## config.mk

```make
export PLATFORM = sky130hd
export DESIGN_NAME = mem_access
export DESIGN_NICKNAME = d
export VERILOG_FILES = /design/src/rtl/mem_access.sv
export SDC_FILE = /design/constraint.sdc
export NUM_CORES = 1
export LEC_CHECK = 0
export CORE_ASPECT_RATIO = 1.1
export CORE_MARGIN = 10
export CORE_UTILIZATION = 25
export CTS_CLUSTER_DIAMETER = 120
export CTS_CLUSTER_SIZE = 14
export DETAILED_ROUTE_END_ITERATION = 8
export GPL_ROUTABILITY_DRIVEN = 0
export PLACE_DENSITY_LB_ADDON = 0.15
export RECOVER_POWER = 25
export SLEW_MARGIN = 20
export SYNTH_ARGS = -nofsm -noshare
export SYNTH_HDL_FRONTEND = slang
export SYNTH_SLANG_ARGS = --single-unit
export TNS_END_PERCENT = 5
```

## constraint.sdc

```tcl
create_clock -name clk -period 2.8 [get_ports clk]
set_input_delay 0.28 -clock clk [delete_from_list [all_inputs] [get_ports clk]]
set_output_delay 0.28 -clock clk [all_outputs]
set_load 0.01 [all_outputs]
```

## src/rtl/mem_access.sv

```systemverilog
// Memory-access stage: data-bus handshake, store lane alignment, load extension.
// Optional MISALIGN_TRAP_EN: misaligned memory ops trap instead of being force-aligned.
module mem_access (
    input  logic        clk,
    input  logic        reset,
    input  logic        in_valid,
    input  logic [63:0] in_addr,
    input  logic [63:0] in_wdata,
    input  logic        in_load,
    input  logic        in_store,
    input  logic [1:0]  in_size,
    input  logic        in_unsigned,
    output logic        dreq_valid,
    output logic [63:0] dreq_addr,
    output logic [1:0]  dreq_size,
    output logic [7:0]  dreq_strobe,
    output logic [63:0] dreq_data,
    input  logic        dresp_addr_ok,
    input  logic        dresp_data_ok,
    input  logic [63:0] dresp_data,
    output logic        stall,
    output logic        out_valid,
    output logic [63:0] out_data,
    output logic        out_misalign
);

    typedef enum logic [1:0] {
        IDLE = 2'd0,
        REQ  = 2'd1,
        WAIT = 2'd2
    } state_e;

    state_e      state_q, state_d;
    logic [63:0] addr_q, addr_d;
    logic [1:0]  size_q, size_d;
    logic        uns_q, uns_d;
    logic        load_q, load_d;
    logic [7:0]  strobe_q, strobe_d;
    logic [63:0] wdata_q, wdata_d;
    logic        ovalid_q, ovalid_d;
    logic [63:0] odata_q, odata_d;
    logic        omis_q, omis_d;

    logic [2:0]  amask;
    logic [7:0]  bmask;
    logic [63:0] aligned;
    logic [63:0] raw;
    logic [63:0] ext;
    logic        trap;
    logic        complete;

    always_comb begin
        amask = 3'b000;
        bmask = 8'h01;
        unique case (in_size)
            2'd0: begin amask = 3'b000; bmask = 8'h01; end
            2'd1: begin amask = 3'b001; bmask = 8'h03; end
            2'd2: begin amask = 3'b011; bmask = 8'h0F; end
            2'd3: begin amask = 3'b111; bmask = 8'hFF; end
        endcase
    end

    assign aligned = {in_addr[63:3], in_addr[2:0] & ~amask};

`ifdef MISALIGN_TRAP_EN
    assign trap = |(in_addr[2:0] & amask);
`else
    assign trap = 1'b0;
`endif

    // Load lane extraction uses the already-aligned captured address
    always_comb begin
        raw = dresp_data >> {addr_q[2:0], 3'b000};
        ext = raw;
        unique case (size_q)
            2'd0: ext = uns_q ? {56'd0, raw[7:0]}
                              : {{56{raw[7]}}, raw[7:0]};
            2'd1: ext = uns_q ? {48'd0, raw[15:0]}
                              : {{48{raw[15]}}, raw[15:0]};
            2'd2: ext = uns_q ? {32'd0, raw[31:0]}
                              : {{32{raw[31]}}, raw[31:0]};
            2'd3: ext = raw;
        endcase
    end

    always_comb begin
        state_d  = state_q;
        addr_d   = addr_q;
        size_d   = size_q;
        uns_d    = uns_q;
        load_d   = load_q;
        strobe_d = strobe_q;
        wdata_d  = wdata_q;
        ovalid_d = 1'b0;
        odata_d  = odata_q;
        omis_d   = 1'b0;
        complete = 1'b0;

        unique case (state_q)
            IDLE: begin
                if (in_valid) begin
                    if (!(in_load || in_store)) begin
                        ovalid_d = 1'b1;
                        odata_d  = in_addr;
                    end else if (trap) begin
                        ovalid_d = 1'b1;
                        omis_d   = 1'b1;
                        odata_d  = in_addr;
                    end else begin
                        addr_d   = aligned;
                        size_d   = in_size;
                        uns_d    = in_unsigned;
                        load_d   = in_load;
                        strobe_d = in_store ? (bmask << aligned[2:0]) : 8'd0;
                        wdata_d  = in_store ? (in_wdata << {aligned[2:0], 3'b000})
                                            : 64'd0;
                        state_d  = REQ;
                    end
                end
            end
            REQ: begin
                if (dresp_addr_ok && dresp_data_ok) begin
                    complete = 1'b1;
                end else if (dresp_addr_ok) begin
                    state_d = WAIT;
                end
            end
            WAIT: begin
                if (dresp_data_ok) begin
                    complete = 1'b1;
                end
            end
            default: state_d = IDLE;
        endcase

        if (complete) begin
            state_d  = IDLE;
            ovalid_d = 1'b1;
            odata_d  = load_q ? ext : 64'd0;
        end
    end

    always_ff @(posedge clk) begin
        if (reset) begin
            state_q  <= IDLE;
            addr_q   <= '0;
            size_q   <= '0;
            uns_q    <= 1'b0;
            load_q   <= 1'b0;
            strobe_q <= '0;
            wdata_q  <= '0;
            ovalid_q <= 1'b0;
            odata_q  <= '0;
            omis_q   <= 1'b0;
        end else begin
            state_q  <= state_d;
            addr_q   <= addr_d;
            size_q   <= size_d;
            uns_q    <= uns_d;
            load_q   <= load_d;
            strobe_q <= strobe_d;
            wdata_q  <= wdata_d;
            ovalid_q <= ovalid_d;
            odata_q  <= odata_d;
            omis_q   <= omis_d;
        end
    end

    assign dreq_valid   = (state_q == REQ);
    assign dreq_addr    = addr_q;
    assign dreq_size    = size_q;
    assign dreq_strobe  = strobe_q;
    assign dreq_data    = wdata_q;
    assign stall        = (state_q != IDLE);
    assign out_valid    = ovalid_q;
    assign out_data     = odata_q;
    assign out_misalign = omis_q;

endmodule
```

==> impl_metrics.toml, run 1 <==
[outcome]
status = "completed"

[setup_path]
path_class = "reg2reg"
crit_fanout = 42
critPathCaptureType = "register"
r2r_slack_ns = 0.40
worstPathArrival_ns = 2.77
r2r_start = "state_q[0]"
startpoint_type = "register"
ff2ff_path_depth = 6
r2r-end = "out_data[31]"
worstPathRequired_ns = 3.17

[synthesis]
yosys.area.top_type = "dfxtp_1"
syn_area_per_cell_um2 = 8.232
synthFlopType = "dfxtp_1"
syn_inst = 1398
syn_area_mm2 = 0.01151
synth_cell_types = 58
ys_seq_elements = 207
ys_warn_count = 0
synth.area.top_cells = "dfxtp_1 36%, mux2i_1 6.8%, nand2_1 6.5%"
syn-num-nets = 1603
async_reset_ff_share_pct = 0
synth_seq_area_share_pct = 36.01
synth_top_area_share_pct = 36.01
synth-edff-count = 0

[worst_hold_path]
hp-start = "reset"
whs_endpoint = "dreq_data[28]"
hold_depth = 2
hold_class = "in2reg"

[global_route]
antenna_found_initial = 10
first_global_vias = 12167
grt_start_max_net_pins = 115
grt_overflow = 0
track_usage_pct = 20.58
grt_pass1_wl_um = 85800

[layout]
finalInstanceArea_mm2 = 0.01685
mostFrequentLayoutCell = "clkdlybuf4s50_1"
area_delta_synth_final_pct = 46.41
num-nets-final = 1948
final_cell_mix = "304 x clkdlybuf4s50_1, 205 x dfxtp_1, 197 x nand2_1"
fin_util_pct = 36.99
layout-drive-gt1-share_pct = 9.456

[clock_tree]
cts_tree = "built"
cts-root-buf = "clkbuf_16"
clock_latency_ns = 0.53
hold_buffers = 0
cts_max_path_buffers = 3
numCtsBuffers = 18
clk_pin_slew_ns = 0.08
clkSinkCount = 207
h-tree-depth = 1
post_cts_resized = 0
post-cts-setup-buffers = 0

[sta]
post-route-period-util_pct = 85.69
final.setup_skew_ns = 0.02189
tns_ns = 0
fmax_mhz = 416.8
maxSlewViolCount = 0
setup_viol = 0
tightest_slew_ns = 0.8314
timing.hold.ws_ns = 0.07289
finalCriticalPeriod_ns = 2.399
rsz0062_at_grt = "no"
hold_violations = 0
slew-limit-headroom_pct = 44.58

[floorplanning]
dieWidth_um = 224.6
start_util_pct = 25.26
rows = 82
die_area_mm2 = 0.05503
core_mm2 = 0.04555
ios = 408
die_y_um = 245.0

[place]
io_buffers = 406
placed_area_mm2 = 0.01635
dp_hpwl_um = 45460

[routing]
viasPerCell = 5.265
postRouteWirelength_um = 59560
drc = 0
firstDrtPassIters = 5
postRouteAntennaNets = 0
drtIter0Drc = 979
num_vias = 12298
wire_per_inst_um = 25.50

[power]
p_leak_nw = 6.052
ir_drop_mv = 0.3754
p_per_area_mw_per_mm2 = 611.3
power.total_w = 0.01030

[flow_run]
cap_violations = 0
[routing by layer]
layer	track usage (%)	routed length, um	share of wire (%)
met3	6.644	5205	8.7
met5	0	88	0.15
met4	6.744	1797	3.0
met1	24.77	24280	41
met2	34.07	28190	47
[cells in the mapped netlist (all sizes together), types with 12 or more instances]
| library cell | number |
|---|---|
| nand2 | 199 |
| o22ai | 17 |
| clkbuf | 88 |
| o21ai | 97 |
| o31ai | 41 |
| mux4 | 23 |
| nor3 | 12 |
| mux2i | 78 |
| dfxtp | 207 |
| and2 | 15 |
| buf | 47 |
| o221ai | 22 |
| a22oi | 61 |
| a211oi | 68 |
| a21oi | 114 |
| nor2 | 155 |
| mux2 | 31 |
[area by class of cell]
class	instances	area (um2)
fill	4746	28700
multi-input combinational	1044	6798
timing repair buffer	460	4618
sequential	207	4149
tap	588	735.7
clock buffer	22	496.7
inverter	12	45.04
antenna	3	7.507
[flip-flops by register name, summed over array words and instances, names as in the netlist]
name         count
dreq_data       64
out_valid        1
load_q           1
uns_q            1
out_data        64
state_q          2
dreq_addr       64
dreq_size        2
dreq_strobe      8
[metrics by stage]
stage	setup slack, ns	cells
after global routing	0.1988	2334
after CTS	0.4674	2333
final	0.4008	2336
after detailed placement	0.3495	2311
after floorplan	0.7979	1398
after global placement	0.4274	2311
[report_power, final]
group / leakage (nW) / switching (W) / total (W) / internal (W)
registers: 1.69 / 0.000332 / 0.00380 / 0.00347
logic: 4.12 / 0.00222 / 0.00405 / 0.00182
clock network: 0.244 / 0.00121 / 0.00245 / 0.00124
[worst max-delay path by stage]
stage	from	end	slack [ns]	cells after the start
after global routing	state_q[0]	out_data[31]	0.20	6
after global placement	in_size[1]	dreq_data[52]	0.43	7
final	state_q[0]	out_data[31]	0.40	6
after detailed placement	dresp_data[63]	out_data[18]	0.35	7
after CTS	state_q[0]	out_data[28]	0.47	8
after floorplan	dreq_addr[1]	out_data[47]	0.80	8
[worst max-delay path, stage by stage (launching register included)]
cell and delay, ns:
dfxtp_1 0.34, inv_1 0.09, ha_1 0.35, nand3_2 0.17, clkbuf_2 0.51, o21ai_0 0.64, a21oi_1 0.13
[logic make-up after synthesis]
kind of cell	count (synthesis)	synth area share [%]
flip-flops	207	36.01
AO/OA/AOI/OAI	486	28.78
buffers and inverters	147	5.392
other	1	0.03258
adder cells (fa/ha/maj)	3	0.3262
AND/OR/NAND/NOR	422	15.14
multiplexers	132	14.32
(Power assumes the default switching activity.)
==> run 2, diff against run 1 <==
--- a/config.mk
+++ b/config.mk
@@ -6,12 +6,13 @@
 export NUM_CORES = 1
 export LEC_CHECK = 0
 export CORE_ASPECT_RATIO = 1.1
-export CORE_MARGIN = 10
+export CORE_MARGIN = 4
 export CORE_UTILIZATION = 25
 export CTS_CLUSTER_DIAMETER = 120
 export CTS_CLUSTER_SIZE = 14
 export DETAILED_ROUTE_END_ITERATION = 8
 export GPL_ROUTABILITY_DRIVEN = 0
+export HOLD_SLACK_MARGIN = 0.08
 export PLACE_DENSITY_LB_ADDON = 0.15
 export RECOVER_POWER = 25
 export SLEW_MARGIN = 20
==> run 2 against run 1 <==
  * Non-clock buffer count up 10
  * Worst hold slack better by 0.12 ns
  * Largest power group unchanged
  * Core utilization grew 0.21 points
  * Sequential cell count is the same
  * Sequential share of layout area shrank 0.14 points
  * First-iteration DRC count fell by 25%
==> impl_metrics.toml, run 2 (synthesized netlist as in run 1, its figures left out) <==
[outcome]
status = "completed"

[global_route]
grt_overflow = 0
track_usage_pct = 21.28
grt_pass1_wl_um = 80840
antenna_found_initial = 9
grt_start_max_net_pins = 100
grtUsageMet1_pct = 27.47
first_global_vias = 11978
grt_use_met3_pct = 5.151
top_usage_layer = "met2"
grt_use_met2_pct = 34.67

[sta]
post-route-period-util_pct = 87.13
hold_violations = 0
slew-limit-headroom_pct = 46.08
fmax_mhz = 409.9
maxSlewViolCount = 0
setup_viol = 0
finalCriticalPeriod_ns = 2.440
tns_ns = 0
rsz0062_at_grt = "no"
final.setup_skew_ns = 0.02018
tightest_slew_ns = 0.8058

[power]
p_leak_nw = 6.102
ir_drop_mv = 0.3372
p_per_area_mw_per_mm2 = 602.6
power.total_w = 0.01021

[clock_tree]
post_cts_resized = 0
cts_max_path_buffers = 3
h-tree-depth = 1
cts-root-buf = "clkbuf_16"
post-cts-setup-buffers = 0
clkSinkCount = 207
cts_tree = "built"
hold_buffers = 0
numCtsBuffers = 18
clk_pin_slew_ns = 0.08
clock_latency_ns = 0.52

[routing]
viasPerCell = 5.235
firstDrtPassIters = 5
num_vias = 12291
drtIter0Drc = 731
postRouteWirelength_um = 56080
postRouteAntennaNets = 0
wire_per_inst_um = 23.88
drc = 0

[place]
placed_area_mm2 = 0.01644
io_buffers = 406
dp_cells = 2321
dp_hpwl_um = 42450

[setup_path]
path_class = "reg2reg"
worstPathArrival_ns = 2.80
worstPathRequired_ns = 3.16
r2r_start = "dreq_addr[1]"
crit_fanout = 22
startpoint_type = "register"
r2r_slack_ns = 0.36
r2r-end = "out_data[29]"
startpoint = "dreq_addr[1]"
critPathCaptureType = "register"
ff2ff_path_depth = 7
endpoint = "out_data[29]"

[layout]
fill_cells = 4763
fin_util_pct = 37.20
mostFrequentLayoutCell = "clkdlybuf4s50_1"
finalNonFillerCells = 2348
finalInstanceArea_mm2 = 0.01694
num-nets-final = 1958
multiInputGateArea_mm2 = 0.006798
final_cell_mix = "303 x clkdlybuf4s50_1, 205 x dfxtp_1, 197 x nand2_1"
seq_area_mm2 = 0.004149
area_delta_synth_final_pct = 47.23
layout-drive-gt1-share_pct = 9.977

[flow_run]
cap_violations = 0

[floorplanning]
die_area_mm2 = 0.04953
dieWidth_um = 212.6
start_util_pct = 25.26
core_mm2 = 0.04555
die_y_um = 233.0
ios = 408
rows = 82

[worst_hold_path]
hold_class = "in2reg"
[run 2: cell count changes in the layout (fill, tap and decap cells not counted)]
| cell | previous run | this run |
|---|---|---|
| buf_12 | 12 | 13 |
| clkdlybuf4s50_1 | 304 | 303 |
| clkbuf_2 | 1 | 0 |
| clkbuf_1 | 2 | 1 |
| dlygate4sd3_1 | 101 | 102 |
| diode_2 | 3 | 6 |
| buf_4 | 41 | 51 |
[run 2: through the flow]
stage | hold WS [ns] | setup slack [ns]
after global placement | 0.4298 | 0.2834
after detailed placement | 0.4306 | 0.2401
after global routing | 0.2207 | 0.2229
final | 0.1882 | 0.3605
after floorplan | 0.4160 | 0.7979
after CTS | 0.1940 | 0.3814
[run 2: power by group]
| group | total (W) | internal, W | switching, W | leakage [nW] |
|---|---|---|---|---|
| Clock | 0.00243 | 0.00123 | 0.00120 | 0.243 |
| Combinational | 0.00397 | 0.00183 | 0.00214 | 4.17 |
| Sequential | 0.00380 | 0.00347 | 0.000335 | 1.69 |
[run 2: worst max-delay path, cell delays in order (launching register included)]
cell      delay, ns
dfxtp_2        0.64
buf_12         0.25
buf_4          0.22
mux2_2         0.36
a222oi_1       0.34
inv_1          0.07
o21ai_0        0.27
a211oi_1       0.12
[run 2: worst min-delay path by stage]
stage / startpoint / endpoint / slack [ns] / depth (start not counted)
after floorplan: in_addr[10] / dreq_addr[10] / 0.42 / 2
after global placement: dreq_data[49] / dreq_data[49] / 0.43 / 2
after detailed placement: dreq_data[49] / dreq_data[49] / 0.43 / 2
after CTS: reset / dreq_data[28] / 0.19 / 2
after global routing: reset / dreq_data[24] / 0.22 / 2
final: reset / dreq_data[28] / 0.19 / 2
[run 2: per-layer routing]
metal  wire length (um)  part of all wire, %
met5                 79                 0.14
met4               1938                  3.5
met3               4321                  7.7
met2              26170                   47
met1              23570                   42
[run 2: cell type report]
cell class              instances  area share [%]
repair buffers                470           27.79
inverters                      12          0.2658
diodes                          6         0.08861
well taps                     588           4.342
flip-flops and latches        207           24.49
clock buffers                  21           2.909
multi-input cells            1044           40.12
==> run 3, diff against run 2 <==
--- a/config.mk
+++ b/config.mk
@@ -9,7 +9,7 @@
 export CORE_MARGIN = 4
 export CORE_UTILIZATION = 25
 export CTS_CLUSTER_DIAMETER = 120
-export CTS_CLUSTER_SIZE = 14
+export CTS_CLUSTER_SIZE = 12
 export DETAILED_ROUTE_END_ITERATION = 8
 export GPL_ROUTABILITY_DRIVEN = 0
 export HOLD_SLACK_MARGIN = 0.08
==> run 3 against run 2 <==
  * Sequential power is essentially flat
  * Final cell count is essentially flat
  * Largest cell class unchanged
  * Design area grew 0.32%
  * Worst hold slack lost 0.020 ns
  * Critical path depth is the same
  * Routed wire length grew 0.17%
  * Critical endpoint unchanged
  * Die area is the same
  * First-iteration DRC count shrank 5.5%
  * Non-clock buffer count is the same
  * Via count shrank 0.36%
  * Combinational power is essentially flat
==> impl_metrics.toml, run 3 (synthesized netlist as in run 1, its figures left out) <==
[setup_path]
worstPathRequired_ns = 3.18
ff2ff_path_depth = 7
path_class = "reg2reg"
crit_fanout = 22
r2r-end = "out_data[29]"
r2r_slack_ns = 0.34
startpoint_type = "register"
critPathCaptureType = "register"
startpoint = "dreq_addr[1]"
r2r_start = "dreq_addr[1]"
worstPathArrival_ns = 2.83

[clock_tree]
post-cts-setup-buffers = 0
clk_pin_slew_ns = 0.07
post_cts_resized = 0
numCtsBuffers = 21
cts_max_path_buffers = 3
cts-root-buf = "clkbuf_16"
hold_buffers = 0
cts_tree = "built"
h-tree-depth = 1
clock_latency_ns = 0.54
clkSinkCount = 207

[place]
dp_hpwl_um = 42450
placed_area_mm2 = 0.01644
io_buffers = 406

[floorplanning]
die_y_um = 233.0
rows = 82
start_util_pct = 25.26
dieWidth_um = 212.6
die_area_mm2 = 0.04953
ios = 408
core_mm2 = 0.04555

[routing]
postRouteWirelength_um = 56170
num_vias = 12247
postRouteAntennaNets = 0
firstDrtPassIters = 6
drtIter0Drc = 691
viasPerCell = 5.211
wire_per_inst_um = 23.90
drc = 0

[layout]
layout-drive-gt1-share_pct = 10.13
num-nets-final = 1961
final_cell_mix = "303 x clkdlybuf4s50_1, 205 x dfxtp_1, 197 x nand2_1"
area_delta_synth_final_pct = 47.70
fill_cells = 4759
finalInstanceArea_mm2 = 0.01700
mostFrequentLayoutCell = "clkdlybuf4s50_1"

[sta]
tightest_slew_ns = 0.8032
slew-limit-headroom_pct = 46.25
fmax_mhz = 407.3
hold_violations = 0
setup_viol = 0
rsz0062_at_grt = "no"
maxSlewViolCount = 0
tns_ns = 0
post-route-period-util_pct = 87.69
final.setup_skew_ns = 0.02894
finalCriticalPeriod_ns = 2.455

[outcome]
status = "completed"

[global_route]
first_global_vias = 12004
antenna_found_initial = 9
grt_start_max_net_pins = 100
track_usage_pct = 21.35
grt_overflow = 0
grt_pass1_wl_um = 81050

[power]
p_leak_nw = 6.129
ir_drop_mv = 0.4557
p_per_area_mw_per_mm2 = 610.5

[worst_hold_path]
hold_depth = 2
hold_class = "in2reg"
hp-start = "reset"
whs_endpoint = "dreq_data[28]"

[flow_run]
cap_violations = 0
run 3: layout make-up:
class | instances | area [um2] | area share (%)
Inverter | 12 | 45.04 | 0.2650
Multi-Input combinational cell | 1044 | 6798 | 39.99
Tap cell | 588 | 735.7 | 4.328
Sequential cell | 207 | 4149 | 24.41
Clock buffer | 22 | 529.3 | 3.114
Antenna cell | 5 | 12.51 | 0.07361
Timing Repair Buffer | 470 | 4708 | 27.70
Clock inverter | 2 | 20.02 | 0.1178
run 3: where the power goes:
group          switching (W)  internal [W]  leakage, nW
logic                0.00214       0.00183         4.17
clock network        0.00126       0.00134        0.271
registers           0.000333       0.00347         1.69
run 3: worst max-delay path by stage:
stage,cells after the start,slack (ns),endpoint
after floorplan,8,0.80,out_data[47]
after global placement,7,0.28,out_data[60]
after detailed placement,7,0.24,out_data[56]
after CTS,6,0.39,out_data[25]
after global routing,7,0.23,out_data[27]
final,7,0.34,out_data[29]
run 3: metal layers:
metal	vias up	global-route usage, %	part of all wire (%)
li1	5816	-	-
met1	5887	27.76	42
met2	450	34.44	46
met3	86	5.097	7.6
met4	8	7.872	3.6
met5	-	0	0.12
run 3: per-stage QoR:
step | instances | total power (W) | hold WS [ns] | utilization (%) | worst slack [ns]
final | 2350 | 0.01038 | 0.1685 | 37.31 | 0.3448
after global routing | 2349 | 0.01096 | 0.1971 | 37.31 | 0.2255
after CTS | 2345 | 0.01065 | 0.1686 | 37.29 | 0.3875
after detailed placement | 2321 | 0.007969 | 0.4306 | 36.08 | 0.2401
after global placement | 2321 | 0.007947 | 0.4298 | 36.08 | 0.2834
after floorplan | 1398 | 0.005690 | 0.4160 | - | 0.7979
run 3: critical path: stages (launching register included):
cell      delay [ns]
dfxtp_2         0.66
buf_12          0.25
buf_4           0.21
mux2_2          0.36
a222oi_1        0.35
inv_1           0.08
o21ai_0         0.26
a211oi_1        0.12
